File: src/rtl/bus_arb_pkg.sv
// Shared types and bus widths for the round-robin bus master arbiter.
package bus_arb_pkg;

  localparam int unsigned ADDR_W = 32;
  localparam int unsigned DATA_W = 64;

  typedef enum logic [1:0] {
    IDLE = 2'd0,
    BUSY = 2'd1,
    DONE = 2'd2
  } state_e;

endpackage

File: src/rtl/bus_master_arbiter_rr_picker.sv
// Combinational round-robin picker: first requester strictly after ptr, wrapping.
module rr_picker #(
  parameter int unsigned NREQ = 4
) (
  input  logic [NREQ-1:0]         req,
  input  logic [$clog2(NREQ)-1:0] ptr,
  output logic [NREQ-1:0]         grant,
  output logic [$clog2(NREQ)-1:0] idx
);

  localparam int unsigned IW = $clog2(NREQ);

  logic [NREQ-1:0] rot;
  logic            found;

  always_comb begin
    // Rotate so the slot after ptr lands at bit 0, scan upward, then map back.
    rot   = NREQ'({req, req} >> (32'(ptr) + 32'd1));
    idx   = '0;
    found = 1'b0;
    for (int unsigned j = 0; j < NREQ; j++) begin
      if (!found && rot[j]) begin
        found = 1'b1;
        idx   = IW'((32'(ptr) + 32'd1 + j) % NREQ);
      end
    end
    grant = found ? (NREQ'(1) << idx) : '0;
  end

endmodule

File: src/rtl/bus_master_arbiter.sv
// Round-robin arbiter driving one shared master bus from NREQ requesters.
// Optional BUSY watchdog with abort pulse: define BUS_ARB_TIMEOUT_EN.
module bus_master_arbiter
  import bus_arb_pkg::*;
#(
  parameter int unsigned NREQ           = 4,
  parameter int unsigned TIMEOUT_CYCLES = 256
) (
  input  logic                     clk,
  input  logic                     reset,
  input  logic [NREQ-1:0]          req_valid,
  input  logic [NREQ-1:0]          req_wen,
  input  logic [NREQ*ADDR_W-1:0]   req_addr,
  input  logic [NREQ*DATA_W-1:0]   req_data,
  output logic [NREQ-1:0]          req_ack,
  output logic [NREQ-1:0]          grant,
  output logic [ADDR_W-1:0]        addr,
  output logic [DATA_W-1:0]        data,
  output logic                     wen,
  output logic                     ren,
  output logic [$clog2(NREQ)-1:0]  valid,
  input  logic                     ready
`ifdef BUS_ARB_TIMEOUT_EN
  ,
  output logic                     timeout
`endif
);

  localparam int unsigned IW = $clog2(NREQ);

  if (NREQ < 2 || TIMEOUT_CYCLES < 1) begin : g_bad_param
    $error("bus_master_arbiter: NREQ must be >= 2 and TIMEOUT_CYCLES >= 1");
  end

  state_e              state_q, state_d;
  logic [IW-1:0]       ptr_q, ptr_d;
  logic [NREQ-1:0]     grant_q, grant_d;
  logic [IW-1:0]       valid_q, valid_d;
  logic [ADDR_W-1:0]   addr_q, addr_d;
  logic [DATA_W-1:0]   data_q, data_d;
  logic                wen_q, wen_d;
  logic                ren_q, ren_d;
  logic [NREQ-1:0]     ack_q, ack_d;
  logic [NREQ-1:0]     pick_grant;
  logic [IW-1:0]       pick_idx;
  logic                finish;

  rr_picker #(.NREQ(NREQ)) u_picker (
    .req   (req_valid),
    .ptr   (ptr_q),
    .grant (pick_grant),
    .idx   (pick_idx)
  );

`ifdef BUS_ARB_TIMEOUT_EN
  localparam int unsigned CW = $clog2(TIMEOUT_CYCLES + 1);
  logic [CW-1:0] cnt_q, cnt_d;
  logic          to_q, to_d;
  logic          abort;

  assign abort   = (state_q == BUSY) && !ready && (cnt_q == CW'(TIMEOUT_CYCLES - 1));
  assign timeout = to_q;
`else
  logic          abort;
  assign abort = 1'b0;
`endif

  assign finish = ready || abort;

  always_comb begin
    state_d = state_q;
    ptr_d   = ptr_q;
    grant_d = grant_q;
    valid_d = valid_q;
    addr_d  = addr_q;
    data_d  = data_q;
    wen_d   = wen_q;
    ren_d   = ren_q;
    ack_d   = '0;
`ifdef BUS_ARB_TIMEOUT_EN
    cnt_d   = cnt_q;
    to_d    = 1'b0;
`endif
    unique case (state_q)
      IDLE: begin
        if (|req_valid) begin
          state_d = BUSY;
          grant_d = pick_grant;
          valid_d = pick_idx;
          wen_d   = req_wen[pick_idx];
          ren_d   = !req_wen[pick_idx];
          for (int unsigned i = 0; i < NREQ; i++) begin
            if (pick_grant[i]) begin
              addr_d = req_addr[i*ADDR_W +: ADDR_W];
              data_d = req_data[i*DATA_W +: DATA_W];
            end
          end
`ifdef BUS_ARB_TIMEOUT_EN
          cnt_d = '0;
`endif
        end
      end
      BUSY: begin
        if (finish) begin
          state_d = DONE;
          wen_d   = 1'b0;
          ren_d   = 1'b0;
          grant_d = '0;
          valid_d = '0;
          ack_d   = grant_q;
          ptr_d   = valid_q;
`ifdef BUS_ARB_TIMEOUT_EN
          to_d    = abort;
`endif
        end else begin
`ifdef BUS_ARB_TIMEOUT_EN
          cnt_d = cnt_q + CW'(1);
`endif
        end
      end
      DONE:    state_d = IDLE;
      default: state_d = IDLE;
    endcase
  end

  always_ff @(posedge clk or negedge reset) begin
    if (!reset) begin
      state_q <= IDLE;
      ptr_q   <= IW'(NREQ - 1);
      grant_q <= '0;
      valid_q <= '0;
      addr_q  <= '0;
      data_q  <= '0;
      wen_q   <= 1'b0;
      ren_q   <= 1'b0;
      ack_q   <= '0;
`ifdef BUS_ARB_TIMEOUT_EN
      cnt_q   <= '0;
      to_q    <= 1'b0;
`endif
    end else begin
      state_q <= state_d;
      ptr_q   <= ptr_d;
      grant_q <= grant_d;
      valid_q <= valid_d;
      addr_q  <= addr_d;
      data_q  <= data_d;
      wen_q   <= wen_d;
      ren_q   <= ren_d;
      ack_q   <= ack_d;
`ifdef BUS_ARB_TIMEOUT_EN
      cnt_q   <= cnt_d;
      to_q    <= to_d;
`endif
    end
  end

  assign req_ack = ack_q;
  assign grant   = grant_q;
  assign valid   = valid_q;
  assign addr    = addr_q;
  assign data    = data_q;
  assign wen     = wen_q;
  assign ren     = ren_q;

endmodule
File: config.mk
export PLATFORM = sky130hd
export DESIGN_NAME = bus_master_arbiter
export DESIGN_NICKNAME = d
export VERILOG_FILES = /design/src/rtl/bus_arb_pkg.sv /design/src/rtl/bus_master_arbiter_rr_picker.sv /design/src/rtl/bus_master_arbiter.sv
export SDC_FILE = /design/constraint.sdc
export NUM_CORES = 1
export LEC_CHECK = 0
export CORE_AREA = 2 2 198 200
export DETAILED_ROUTE_END_ITERATION = 16
export DIE_AREA = 0 0 200 202
export GPL_ROUTABILITY_DRIVEN = 1
export PLACE_DENSITY = 0.57
export SETUP_SLACK_MARGIN = 0.3
export SLEW_MARGIN = 20
export SYNTH_ARGS = -nofsm -noshare
export SYNTH_HDL_FRONTEND = slang
export SYNTH_SLANG_ARGS = --single-unit
File: constraint.sdc
create_clock -name clk -period 3.6 [get_ports clk]
set_input_delay 0.9 -clock clk [delete_from_list [all_inputs] [get_ports clk]]
set_output_delay 0.9 -clock clk [all_outputs]
set_load 0.01 [all_outputs]
==> metrics, run 1 <==
Post CTS Setup Buffer Count=0; Fill cells=4012; Pleak=~5.0 nW; Seq cells post-synth=112; Total Wirelength=~36000 um; I/O Pins=between 500 and 600; MaxCap Viol Count=0; global-route wire length before repair=approximately 53000 um; Worst Hold Class=input port to async pin; initial core utilization=18.7%; post-place setup slack=about 0.34 ns; CP top delay family=buffers and inverters; post-DR vias/cell=between 4 and 5; Initial DRC Count=around 340; Cell Pwr Density=approximately 600 nW/um^2; Worst setup EP type=register; startpoint type of the worst setup path=input port; sequential cell area=2810 um^2; Worst path most repeated cell=a211oi_1; Worst Slack Setup Final=about 0.73 ns; Cell Area, Synth=~7200 um^2; Worst path max stage delay=roughly 0.71 ns; total grt overflow=0; DRT antenna net count=0; Mapped Cells=roughly 850; multi-input logic area=3590 um^2; switching share of power=41.5%; Cell Chain, Critical Path=clkdlybuf4s50_1 > inv_1 > o21ai_4 > buf_12 > buf_4 > a211oi_1 > a211oi_1 > o21ai_0; Remaining DRCs=0; Final Cycle Share=79.6%; peak fanout along the critical path=86; CTS Buf Count=9; Nets=between 1500 and 2000; final setup TNS=0 ns; Max Slew Vio Count=0; PortBufs=about 500; arrival time at the worst endpoint=roughly 3.1 ns; Die Width=200 um; CTS-repair resized insts=0; Min Clock Period, post-route=around 2.9 ns; final setup violation count=0; core area=38300 um^2; DP HPWL=roughly 28000 um; H-Tree Depth=3; Clock Tree Buf Depth=2; RSZ-0062 raised after global routing=no; Syn Area/Cell=between 8 and 9 um^2; layout cell share with drive strength beyond 1=around 4.3%; largest net degree at the start of global routing=100; internal power=about 4.6 mW; die area=between 40000 and 50000 um^2; vias in the first global route=approximately 8900; Site Rows=72; Hold Vio Cnt, Final=0; status=finished, final reports clean; gpl congestion=0.826; sequential-to-total area share from yosys stat=about two fifths; wire per inst=approximately 20 um; Layout Area Growth over Synthesis=83.5%; P_sw=3.24 mW; clock slew at reported path FFs=~0.090 ns; sequential power share=between 20% and 30%; # clock sinks=approximately 110; clk_lat worst skew=approximately 0.38 ns; fmax=0.349 GHz; Hold-fix buffers, CTS=0; chip height=roughly 200 um; Comb pwr share=about 58%; top_reg_cell synth=dfrtp_1; vias after detailed routing=approximately 8600; Least-Margin Pin Slew=slightly above 0.6 ns; root buf cell=clkbuf_16; maximum vdd drop=between 0.0002 and 0.0003 V; initial antenna violation count=5; Max-slew headroom=about three fifths; 1st-pass router iterations=5; yosys warns=0; Setup Skew=~0.0064 ns; Clk pwr share=a little over an eighth; CP Buf/Inv Count=4; clock tree from TritonCTS=built; Total Routing Usage GR=~17%; Setup CP Type=input port to register; Post-synth EDFFs=0; Synth Net Count=roughly 1200; Async S/R FF share, synth=100%; Yosys cell types=37; Crit path required time=just under 4 ns; slowest library cell on the worst path=clkdlybuf4s50_1
## power groups by stage
stage / registers, mW / logic [mW] / clock network (mW)
floorplan: 2.45 / 1.80 / 0
global placement: 2.25 / 4.55 / 0
detailed placement: 2.27 / 4.57 / 0
CTS: 2.26 / 4.58 / 1.10
global route: 2.33 / 4.92 / 1.15
finish: 2.25 / 4.52 / 1.05
## cells by family after synthesis
family                 count (synthesis)  share of synthesized area (%)
buffers and inverters                198                           11.4
AOI/OAI and AO/OA                    410                           41.3
DFF                                  112                           39.2
and+or+nand+nor                      133                           7.91
muxes                                  1                          0.140
## placed cells by master, fill, tap and decap left out, types with 2 or more instances in the layout
master           count
o31ai_1              2
inv_1              100
nor2_1               2
nand2_1            105
clkbuf_16            9
dfstp_2              2
o21ai_0             76
dfrtp_1            110
clkdlybuf4s50_1    501
o21ai_4              2
nand3b_1             2
inv_6                3
nor2b_1              3
a211oi_1           193
o21ai_1             30
nand2b_1             2
and2_1               4
clkinvlp_4           2
buf_4               13
buf_12              15
a21oi_1              2
nand3_1              9
o221ai_1            96
## layer usage
layer	GRT usage (%)	share of wire [%]
met5	0	0.10
met4	5.95	2.9
met3	6.16	11
met2	30.1	48
met1	19.6	38
## synth_stat cells (all sizes together), types with 2 or more instances
library cell	count	area [um^2]
a211oi	193	1450
dfstp	2	52.6
nand3	10	50.1
nor2b	3	18.8
o21ai	108	544
nand3b	2	15.0
o31ai	2	15.0
nand2b	2	12.5
nor2	2	7.51
a21oi	2	10.0
inv	101	379
dfrtp	110	2750
buf	34	200
a21o	2	15.0
nand2	105	394
o221ai	96	841
nor3b	2	20.0
and2	4	25.0
clkbuf	63	236
## worst paths after layout
| kind | startpoint | endpoint | slack [ns] | cells past startpoint |
|---|---|---|---|---|
| setup / recovery | req_valid[1] | addr[16] | 0.73 | 8 |
| hold / removal | reset | data[59] | 0.43 | 1 |
| setup reg to reg | ptr_q[1] | data[7] | 1.31 | 6 |
| hold reg to reg | data[62] | data[62] | 0.48 | 2 |
| max in group asynchronous | reset | addr[29] | 2.43 | 2 |
| min in group clk | data[62] | data[62] | 0.48 | 2 |
## final cells by class
class                   count  share of cell area, %
diodes                      1                 0.0191
clock buffers               9                   1.72
clock inverters             7                  0.467
inverters                 101                   2.91
multi-input cells         544                   27.3
flip-flops and latches    112                   21.4
well taps                 518                   4.94
repair buffers            529                   41.2
## through the flow
step	power [mW]	cell area (um^2)	hold slack, ns	util (%)	cells
global placement	6.80	12800	0.463	33.5	1804
global route	8.39	13100	0.434	34.3	1820
floorplan	4.25	7150	0.452	-	854
detailed placement	6.85	12800	0.469	33.5	1804
finish	7.82	13100	0.430	34.3	1821
CTS	7.94	13100	0.415	34.3	1820
## sequential cells by signal (all words and copies together) (netlist names)
name,count
valid,2
data,64
ren,1
req_ack,4
ptr_q,2
addr,32
state_q,2
wen,1
grant,4
## worst reg2reg max path: stages (launching register included)
cell and delay (ns):
dfstp_2 0.67, mux2i_1 0.32, o22ai_4 0.14, a21o_4 0.31
buf_12 0.22, a211oi_1 0.39, o21ai_1 0.13
Note: power is estimated with default switching activity, not from simulation.
==> run 2: changes to the inputs <==
- clock period: 3.6 -> 2.7 ns (I/O delays scaled with it)
==> metrics, run 2 (synthesis results as in run 1) <==
clock slew at reported path FFs=roughly 0.08 ns; Site Rows=72; Final Power=approximately 11 mW; Max Slew Vio Count=0; post-DR vias/cell=4.70; Cell Area, Placed=13400 um^2; DRT antenna net count=0; Critical path origin=req_valid[3]; total grt overflow=0; post-route cell area=about 14000 um^2; die area=slightly above 40000 um^2; Worst setup EP type=register; Max-slew headroom=a little under three fifths; final setup violation count=0; I/O Pins=about 500; CP top delay family=buffers and inverters; startpoint type of the worst setup path=input port; Layout Area Growth over Synthesis=92.4%; arrival time at the worst endpoint=approximately 2.6 ns; largest net degree at the start of global routing=approximately 110; # clock sinks=between 100 and 150; switching share of power=39.8%; wire per inst=approximately 20 um; busiest grt layer=met2; Crit path required time=approximately 3.0 ns; layout cell share with drive strength beyond 1=~8.3%; Setup Skew=0.00862 ns; PortBufs=502; Total Wirelength=approximately 37000 um; most frequent cells in the layout=clkdlybuf4s50_1 (497), a211oi_1 (189), dfrtp_1 (110); clk_lat worst skew=between 0.3 and 0.4 ns; Remaining DRCs=0; slowest library cell on the worst path=dlygate4sd2_1; Cell Pwr Density=815 nW/um^2; Total Routing Usage GR=between 10% and 20%; root buf cell=clkbuf_16; final setup TNS=0 ns; Setup CP Type=input port to register; internal power=a little under 7 mW; commonest non-fill, non-tap cell in the layout=clkdlybuf4s50_1; Clock Tree Buf Depth=2; gpl congestion=around 0.84; DP HPWL=between 20000 and 30000 um; peak fanout along the critical path=38; Comb pwr share=roughly three fifths; Least-Margin Pin Slew=around 0.65 ns; maximum vdd drop=roughly 0.00036 V; R2R Path Start=ptr_q[1]; vias in the first global route=roughly 9200; chip height=202 um; Clk pwr share=between 10% and 20%; Placed Cells=about 1900; global-route wire length before repair=approximately 54000 um; Finished Layout Cells=between 1500 and 2000; Worst path most repeated cell=buf_12; Die Width=200 um; Hold-fix buffers, CTS=0; Fill cells=3931; Nets=1741; CP Buf/Inv Count=4; GR Layer Usage met1=between 10% and 20%; core area=about 38000 um^2; P_sw=between 4 and 5 mW; CTS Buf Count=9; Initial DRC Count=263; MaxCap Viol Count=0; Min Clock Period, post-route=between 2 and 2.5 ns; status=finished, final reports clean; Worst path max stage delay=0.42 ns; H-Tree Depth=3; initial core utilization=a little under a fifth; Worst Hold Class=input port to async pin; RSZ-0062 raised after global routing=no; Pleak=5.34 nW; Cell Chain, Critical Path=dlygate4sd2_1 > nor2b_1 > o31ai_1 > buf_4 > a311oi_4 > buf_12 > buf_12 > a211oi_1 > o21ai_0; 1st-pass router iterations=4; Final Cycle Share=83.8%; fmax=between 0.4 and 0.5 GHz; met3 GRT Util=5.92%; initial antenna violation count=5; flip-flop count of the largest register after layout=64; Hold Vio Cnt, Final=0; global-route met2 utilization=between 30% and 40%; vias after detailed routing=between 8000 and 9000; sequential power share=a little over a quarter; clock tree from TritonCTS=built
run 2: repair_timing:
action | CTS | global route
setup buffers | 0 | 1
pin swaps | 0 | 1
endpoints found under the setup margin | 11 | 30
cloned | 0 | 1
gates resized for setup | 4 | 7
run 2: worst paths after layout:
kind	endpoint	slack [ns]	cells past startpoint
worst max-delay path	addr[24]	0.44	9
worst min-delay path	data[47]	0.38	2
worst max register to register	data[24]	0.49	7
worst min register to register	addr[18]	0.48	2
max in group asynchronous	data[0]	1.84	2
min in group clk	addr[18]	0.48	2
run 2: worst register-to-register path: stages (launching register included):
cell and delay [ns]:
dfstp_2 0.67, mux2i_2 0.30, o22ai_4 0.14, a21o_4 0.24, buf_12 0.16, buf_4 0.17, a211oi_1 0.30, o21ai_1 0.11
run 2: final cells by class:
class                      instances  area, um^2  share of cell area [%]
inverter                         101         382                    2.77
clock inverter                     7         103                   0.746
clock buffer                       9         225                    1.64
antenna                            2        5.00                  0.0364
timing repair buffer             578        5980                    43.4
tap                              518         648                    4.71
multi-input combinational        544        3620                    26.3
sequential                       112        2810                    20.4
run 2: layer usage:
metal | vias up | part of all wire, %
met1 | 4140 | 37
met2 | 361 | 49
met5 | - | 0.096
met3 | 62 | 9.4
li1 | 4221 | -
met4 | 6 | 3.7
run 2: power groups by stage:
stage	Sequential (mW)	Clock [mW]	Combinational (mW)
2_1_floorplan	3.27	0	2.40
3_3_place_gp	3.00	0	6.63
3_5_place_dp	3.03	0	6.67
4_1_cts	3.01	1.64	6.69
5_1_grt	3.10	1.68	7.21
6_report	3.00	1.56	6.65
run 2: stage by stage:
step           setup slack, ns  hold WS, ns  util (%)
2_1_floorplan            0.522        0.379         -
3_3_place_gp            -0.143        0.463      34.9
3_5_place_dp            -0.211        0.469      34.9
4_1_cts                  0.303        0.387      35.8
5_1_grt                  0.352        0.420      35.9
6_report                 0.438        0.381      35.9
